===== config.mk =====
export PLATFORM = sky130hd
export DESIGN_NAME = uart_tx
export DESIGN_NICKNAME = d
export VERILOG_FILES = /design/src/rtl/uart_tx.sv
export SDC_FILE = /design/constraint.sdc
export NUM_CORES = 1
export LEC_CHECK = 0
export CORE_UTILIZATION = 50
export CTS_CLUSTER_DIAMETER = 50
export DETAILED_ROUTE_END_ITERATION = 8
export GPL_TIMING_DRIVEN = 0
export HOLD_SLACK_MARGIN = 0.12
export PLACE_DENSITY = 0.71
export SLEW_MARGIN = 20
export SYNTH_ARGS = -nofsm -noshare
export SYNTH_HDL_FRONTEND = slang
export SYNTH_SLANG_ARGS = --single-unit

===== constraint.sdc =====
create_clock -name clk -period 4.85 [get_ports clk]
set_clock_uncertainty 0.05 [all_clocks]
set_input_delay 0.97 -clock clk [delete_from_list [all_inputs] [get_ports clk]]
set_output_delay 0.97 -clock clk [all_outputs]
set_load 0.1 [all_outputs]

===== src/rtl/uart_tx.sv =====
// UART transmitter: start bit, DATA_WIDTH data bits LSB first, optional even parity, one stop bit.
// Define UART_TX_PARITY_EN to insert an even-parity bit between the data bits and the stop bit.
//
// state  | meaning
// IDLE   | line high, waiting for start
// START  | start bit (0) for one bit period
// DATA   | data bits, LSB first, one bit period each
// PARITY | even-parity bit (UART_TX_PARITY_EN only)
// STOP   | stop bit (1) for one bit period
module uart_tx #(
    parameter int DATA_WIDTH   = 8,
    parameter int CLKS_PER_BIT = 1085
) (
    input  logic                  clk,
    input  logic                  reset,
    input  logic                  start,
    input  logic [DATA_WIDTH-1:0] din,
    output logic                  serial_tx,
    output logic                  done
);

    localparam int CNT_W = $clog2(CLKS_PER_BIT);
    localparam int IDX_W = $clog2(DATA_WIDTH) + 1;
    localparam logic [CNT_W-1:0] CNT_LAST = CNT_W'(CLKS_PER_BIT - 1);
    localparam logic [IDX_W-1:0] IDX_LAST = IDX_W'(DATA_WIDTH - 1);

`ifdef UART_TX_PARITY_EN
    typedef enum logic [2:0] {IDLE, START, DATA, PARITY, STOP} state_t;
`else
    typedef enum logic [2:0] {IDLE, START, DATA, STOP} state_t;
`endif

    state_t                state_q, state_d;
    logic [CNT_W-1:0]      cnt_q, cnt_d;
    logic [IDX_W-1:0]      idx_q, idx_d;
    logic [DATA_WIDTH-1:0] shift_q, shift_d;
    logic                  tx_q, tx_d;
    logic                  done_q, done_d;
    logic                  bit_end;
`ifdef UART_TX_PARITY_EN
    logic                  parity_q, parity_d;
`endif

    always_ff @(posedge clk or negedge reset) begin
        if (!reset) begin
            state_q  <= IDLE;
            cnt_q    <= '0;
            idx_q    <= '0;
            shift_q  <= '0;
            tx_q     <= 1'b1;
            done_q   <= 1'b0;
`ifdef UART_TX_PARITY_EN
            parity_q <= 1'b0;
`endif
        end else begin
            state_q  <= state_d;
            cnt_q    <= cnt_d;
            idx_q    <= idx_d;
            shift_q  <= shift_d;
            tx_q     <= tx_d;
            done_q   <= done_d;
`ifdef UART_TX_PARITY_EN
            parity_q <= parity_d;
`endif
        end
    end

    always_comb begin
        state_d  = state_q;
        cnt_d    = cnt_q;
        idx_d    = idx_q;
        shift_d  = shift_q;
        done_d   = 1'b0;
        bit_end  = (cnt_q == CNT_LAST);
`ifdef UART_TX_PARITY_EN
        parity_d = parity_q;
`endif
        case (state_q)
            IDLE: begin
                if (start) begin
                    state_d  = START;
                    cnt_d    = '0;
                    idx_d    = '0;
                    shift_d  = din;
`ifdef UART_TX_PARITY_EN
                    parity_d = ^din;
`endif
                end
            end
            START: begin
                if (bit_end) begin
                    cnt_d   = '0;
                    state_d = DATA;
                end else begin
                    cnt_d = cnt_q + CNT_W'(1);
                end
            end
            DATA: begin
                if (bit_end) begin
                    cnt_d = '0;
                    if (idx_q == IDX_LAST) begin
`ifdef UART_TX_PARITY_EN
                        state_d = PARITY;
`else
                        state_d = STOP;
`endif
                    end else begin
                        idx_d   = idx_q + IDX_W'(1);
                        shift_d = shift_q >> 1;
                    end
                end else begin
                    cnt_d = cnt_q + CNT_W'(1);
                end
            end
`ifdef UART_TX_PARITY_EN
            PARITY: begin
                if (bit_end) begin
                    cnt_d   = '0;
                    state_d = STOP;
                end else begin
                    cnt_d = cnt_q + CNT_W'(1);
                end
            end
`endif
            STOP: begin
                if (bit_end) begin
                    cnt_d   = '0;
                    state_d = IDLE;
                    done_d  = 1'b1;
                end else begin
                    cnt_d = cnt_q + CNT_W'(1);
                end
            end
            default: state_d = IDLE;
        endcase

        // Line level is registered from the next state so it changes on the same edge as the state.
        case (state_d)
            START:   tx_d = 1'b0;
            DATA:    tx_d = shift_d[0];
`ifdef UART_TX_PARITY_EN
            PARITY:  tx_d = parity_d;
`endif
            default: tx_d = 1'b1;
        endcase
    end

    assign serial_tx = tx_q;
    assign done      = done_q;

endmodule


Yosys cells after proc, flatten, opt, wreduce, memory -nomap -nowiden --
Index checks and enable logic that the tools add are counted.
Storage, ports and cells: bits in registers 28, input port bits 11, output and inout bits 2, logic and storage cells 45
Cells by class: add/subtract/negate cells 2, equal/unequal tests 10, multiplexer cells 20, reductions and logical operators 6
Operators with widths (number):
- 2-to-1 mux 8 bit | 3
- 2-to-1 mux 11 bit | 2
- case mux 11 bit (2 select lines) | 1
- case mux 8 bit (2 select lines) | 1
- 2-to-1 mux 3 bit | 5
- 2-to-1 mux 4 bit | 3
- case mux 3 bit (4 select lines) | 1
- adder 11 x 1 -> 11 bit, second input constant | 1
- equality test 11 bit, second input constant | 1
- equality test 3 x 2 -> 1 bit, second input constant | 3
- case mux 4 bit (2 select lines) | 1
- equality test 3 x 1 -> 1 bit, second input constant | 2
- inequality test 2 bit, second input constant | 3
- adder 4 x 1 -> 4 bit, second input constant | 1
- equality test 4 x 3 -> 1 bit, second input constant | 1
- AND reduction 4 bit | 1
- nonzero test 2 bit | 2
- zero test 3 bit | 1
- OR reduction 3 bit | 1
- 2-to-1 mux 1 bit | 2
- case mux 1 bit (2 select lines) | 1
- AND reduction 2 bit | 1

Depth between registers and ports, before layout --
depth in word-level cells 6, depth in mapped cells 8, depth with buffers taken out 7

Least setup slack after synthesis --
No wires, ideal clock.
path type flip-flop to flip-flop, from register cnt_q[7], to register idx_q[0], library setup time 0.125 ns, arrival time 1.811 ns, slack 2.864 ns, stages on the path, launching flop included 6, period minus slack after synthesis 1.986 ns, cell sequence dfrtp_1 -> or4b_4 -> nor4_4 -> and2_4 -> o21ai_4 -> mux2_4
Between the ends: longest elaborated chain between the ends 3
RTL lines:
- start, declared | line 34 | logic [CNT_W-1:0] cnt_q, cnt_d;
- start signal, assigned | line 57 | cnt_q <= cnt_d;
- equality test 11 bit | line 74 | bit_end = (cnt_q == CNT_LAST);
- inequality test 2 bit (no source line)
- AND reduction 4 bit (no source line)
- end signal, assigned | line 58 | idx_q <= idx_d;
- end, declared | line 35 | logic [IDX_W-1:0] idx_q, idx_d;
Every way passes these cells. A chain may end at the register's enable or synchronous reset.

Final worst setup path --
from register tx_q, in the netlist serial_tx, to output port serial_tx
RTL lines:
- start, declared | line 37 | logic tx_q, tx_d;
- start signal, assigned | line 60 | tx_q <= tx_d;
- end, declared | line 18 | output logic serial_tx,
No word-level cell between the ends.

==> qor.yml <==
cts-root-buf: "clkbuf_4"
async_reset_ff_share_pct: 100
place.port_buffers: 12
end_kind: "primary output"
cts_resized: 0
grt_max_degree: 29
hpwl_um: 2080
drtAntennaViolNets: 0
dr_total_vias: 1136
synth_flop_cell: "dfrtp_1"
total_power_w: 0.000481
final_nets: 176
crit_slowest_cell: "clkdlybuf4s50_1"
gp_congestion: 0.797
drt-initial-drc-count: 47
crit_buf_inv: 1
viasPerCell: 5.92
n_fill_cell: 253
leakage_nw: 0.738
syn_inst: 145
synth_xor_xnor_area_share_pct: 5.24
dieArea_um2: 3230
outcome: "finished with violations"
layout-drive-gt1-share_pct: 14.9
synth-compound-area-share_pct: 16.4
hold_class: "flop to flop"
slew_headroom_pct: 35.3
synth.area.mux_share_pct: 2.41
period_needed_ns: 3.01
worst_pin_slew_ns: 0.968
yosysWarningCount: 0
clock_latency_ns: 0.33
finalSetupViolations: 0
power_density_nw_per_um2: 281
area_growth_pct: 13.7
post_cts_buffers: 0
critPathTopFamily: "buffers and inverters"
io_pins: 13
synthDistinctLibCells: 45
syn-cell-area_um2: 1500
arrival_ns: 1.99
synth_edf_count: 0
crit_fanout: 1
drcViolationCount: 2
hold_viol: 0
synth_fp_nets: 159
cpPeakStageDelay_ns: 1.12
syn_area_per_cell_um2: 10.4
violations: "design-rule violations"
synthSimpleGateAreaFrac_pct: 23.8
setup_tns_ns: 0
ir_drop_v: 0.000139
start_util_pct: 53.6
cts_tree: "built"
wl_per_cell_um: 14.6
die_w_um: 56.8
core.rowCount: 19
synth_seq_cells: 28
core-area_um2: 2810
path_clk_slew_ns: 0.15
fmax_mhz: 332
crit_required_ns: 3.83
crit_path_start_kind: "flop"
cts_made_buffers: 3
max_cap_violations: 0
antenna_cells: 0
antenna_found_initial: 0
cts_buffer_depth: 2
synthAdderAreaFrac_pct: 2.50
grt_pass1_wl_um: 4910
grt_pass1_vias: 1150
rsz0062_at_grt: "no"
crit_type: "flop to primary output"
first_pass_iters: 8
ctsHoldBuffers: 0
overflow: 0
slew_viol_final: 0
clkSinkCount: 28
synth_top_family_by_area: "simple AND/OR/NAND/NOR gates"
fin_crit_sh_pct: 62.1
multiInputGateArea_um2: 761
worstPathCellList: "clkdlybuf4s50_1"
grt_usage_pct: 19.3
die_h_um: 56.8
drt-total-wl_um: 2810
synth_seq_area_share_pct: 46.7
register_area_um2: 702
cts_max_level: 1
==> per-layer routing <==
metal / wire length [µm] / GRT usage [%] / vias to the layer above
li1: - / - / 555
met1: 1320 / 24.4 / 564
met2: 1410 / 33.7 / 13
met3: 55 / 2.30 / 4
met4: 25 / 7.32 / 0
met5: 0 / 0 / -
==> stage by stage <==
stage	worst slack [ns]	utilization, %	instance area (µm²)	hold WS [ns]	std cells
2_1_floorplan	2.86	-	1500	0.391	145
3_3_place_gp	2.02	59.3	1660	0.415	188
3_5_place_dp	1.99	59.1	1660	0.420	188
4_1_cts	1.83	61.0	1710	0.455	192
5_1_grt	1.80	61.0	1710	0.465	192
6_report	1.84	61.0	1710	0.453	192
==> cell type report <==
cell class | instances | area share, %
timing repair buffer | 12 | 6.73
clock buffer | 3 | 1.32
buffer | 5 | 1.54
inverter | 4 | 0.878
multi-input combinational | 108 | 44.5
tap | 31 | 2.27
sequential | 28 | 41.0
clock inverter | 1 | 1.76
==> power breakdown <==
part           internal (W)  switching [W]  leakage, nW
logic             0.0000301      0.0000341        0.343
clock network     0.0000836      0.0000709       0.0279
registers          0.000250      0.0000123        0.368
total              0.000364       0.000117        0.738
==> worst paths after layout <==
kind	from	endpoint	slack (ns)	cells after the start
setup reg to reg	cnt_q[0]$_DFFE_PN0P_	idx_q[0]$_DFFE_PN0P_	2.65	7
hold / removal	shift_q[1]$_DFFE_PN0P_	shift_q[1]$_DFFE_PN0P_	0.45	1
hold reg to reg	shift_q[1]$_DFFE_PN0P_	shift_q[1]$_DFFE_PN0P_	0.45	1
setup / recovery	serial_tx$_DFF_PN1_	serial_tx	1.84	1
max in group asynchronous	reset	cnt_q[8]$_DFFE_PN0P_	3.77	1
min in group asynchronous	reset	idx_q[3]$_DFFE_PN0P_	0.57	1
==> cells in the final DEF, fill, tap and decap left out, drive strengths merged, types with 2 or more instances in the layout <==
master,n
a21o,6
a21oi,3
a22o,11
and4,2
buf,2
clkbuf,7
clkdlybuf4s50,11
dfrtp,27
ha,3
inv,4
mux2,2
nand2,5
nand2b,2
nand3,10
nand4,4
nor2,16
nor2b,2
nor3,6
nor3b,2
nor4,3
o21ai,5
or2,2
xnor2,3
xor2,6
==> synth_stat cells (all sizes together) (3+ instances only) <==
master	n	share of area (%)
dfrtp	27	45
nor2	16	4.2
a22o	11	6.4
nand3	10	3.3
a21o	6	3.4
nor3	6	2.0
xor2	6	3.5
nand2	5	1.2
o21ai	5	2.4
clkbuf	4	1.0
inv	4	1.0
nand4	4	1.7
a21oi	3	1.0
ha	3	2.5
nor4	3	2.2
xnor2	3	1.7
==> sequential cells by signal (all words and copies together), names as in the netlist <==
name       count
state_q        3
cnt_q         11
serial_tx      1
shift_q        8
done           1
idx_q          4
==> kinds of logic (layout without fill, tap and decap cells) <==
| group | after synthesis | in the layout |
|---|---|---|
| xor+xnor | 9 | 9 |
| simple gates | 61 | 61 |
| mux | 3 | 3 |
| flops | 28 | 28 |
| buf+inv | 9 | 25 |
| other cells | 1 | 1 |
| fa+ha+maj | 3 | 3 |
| compound gates | 31 | 31 |
(Power assumes the default switching activity.)
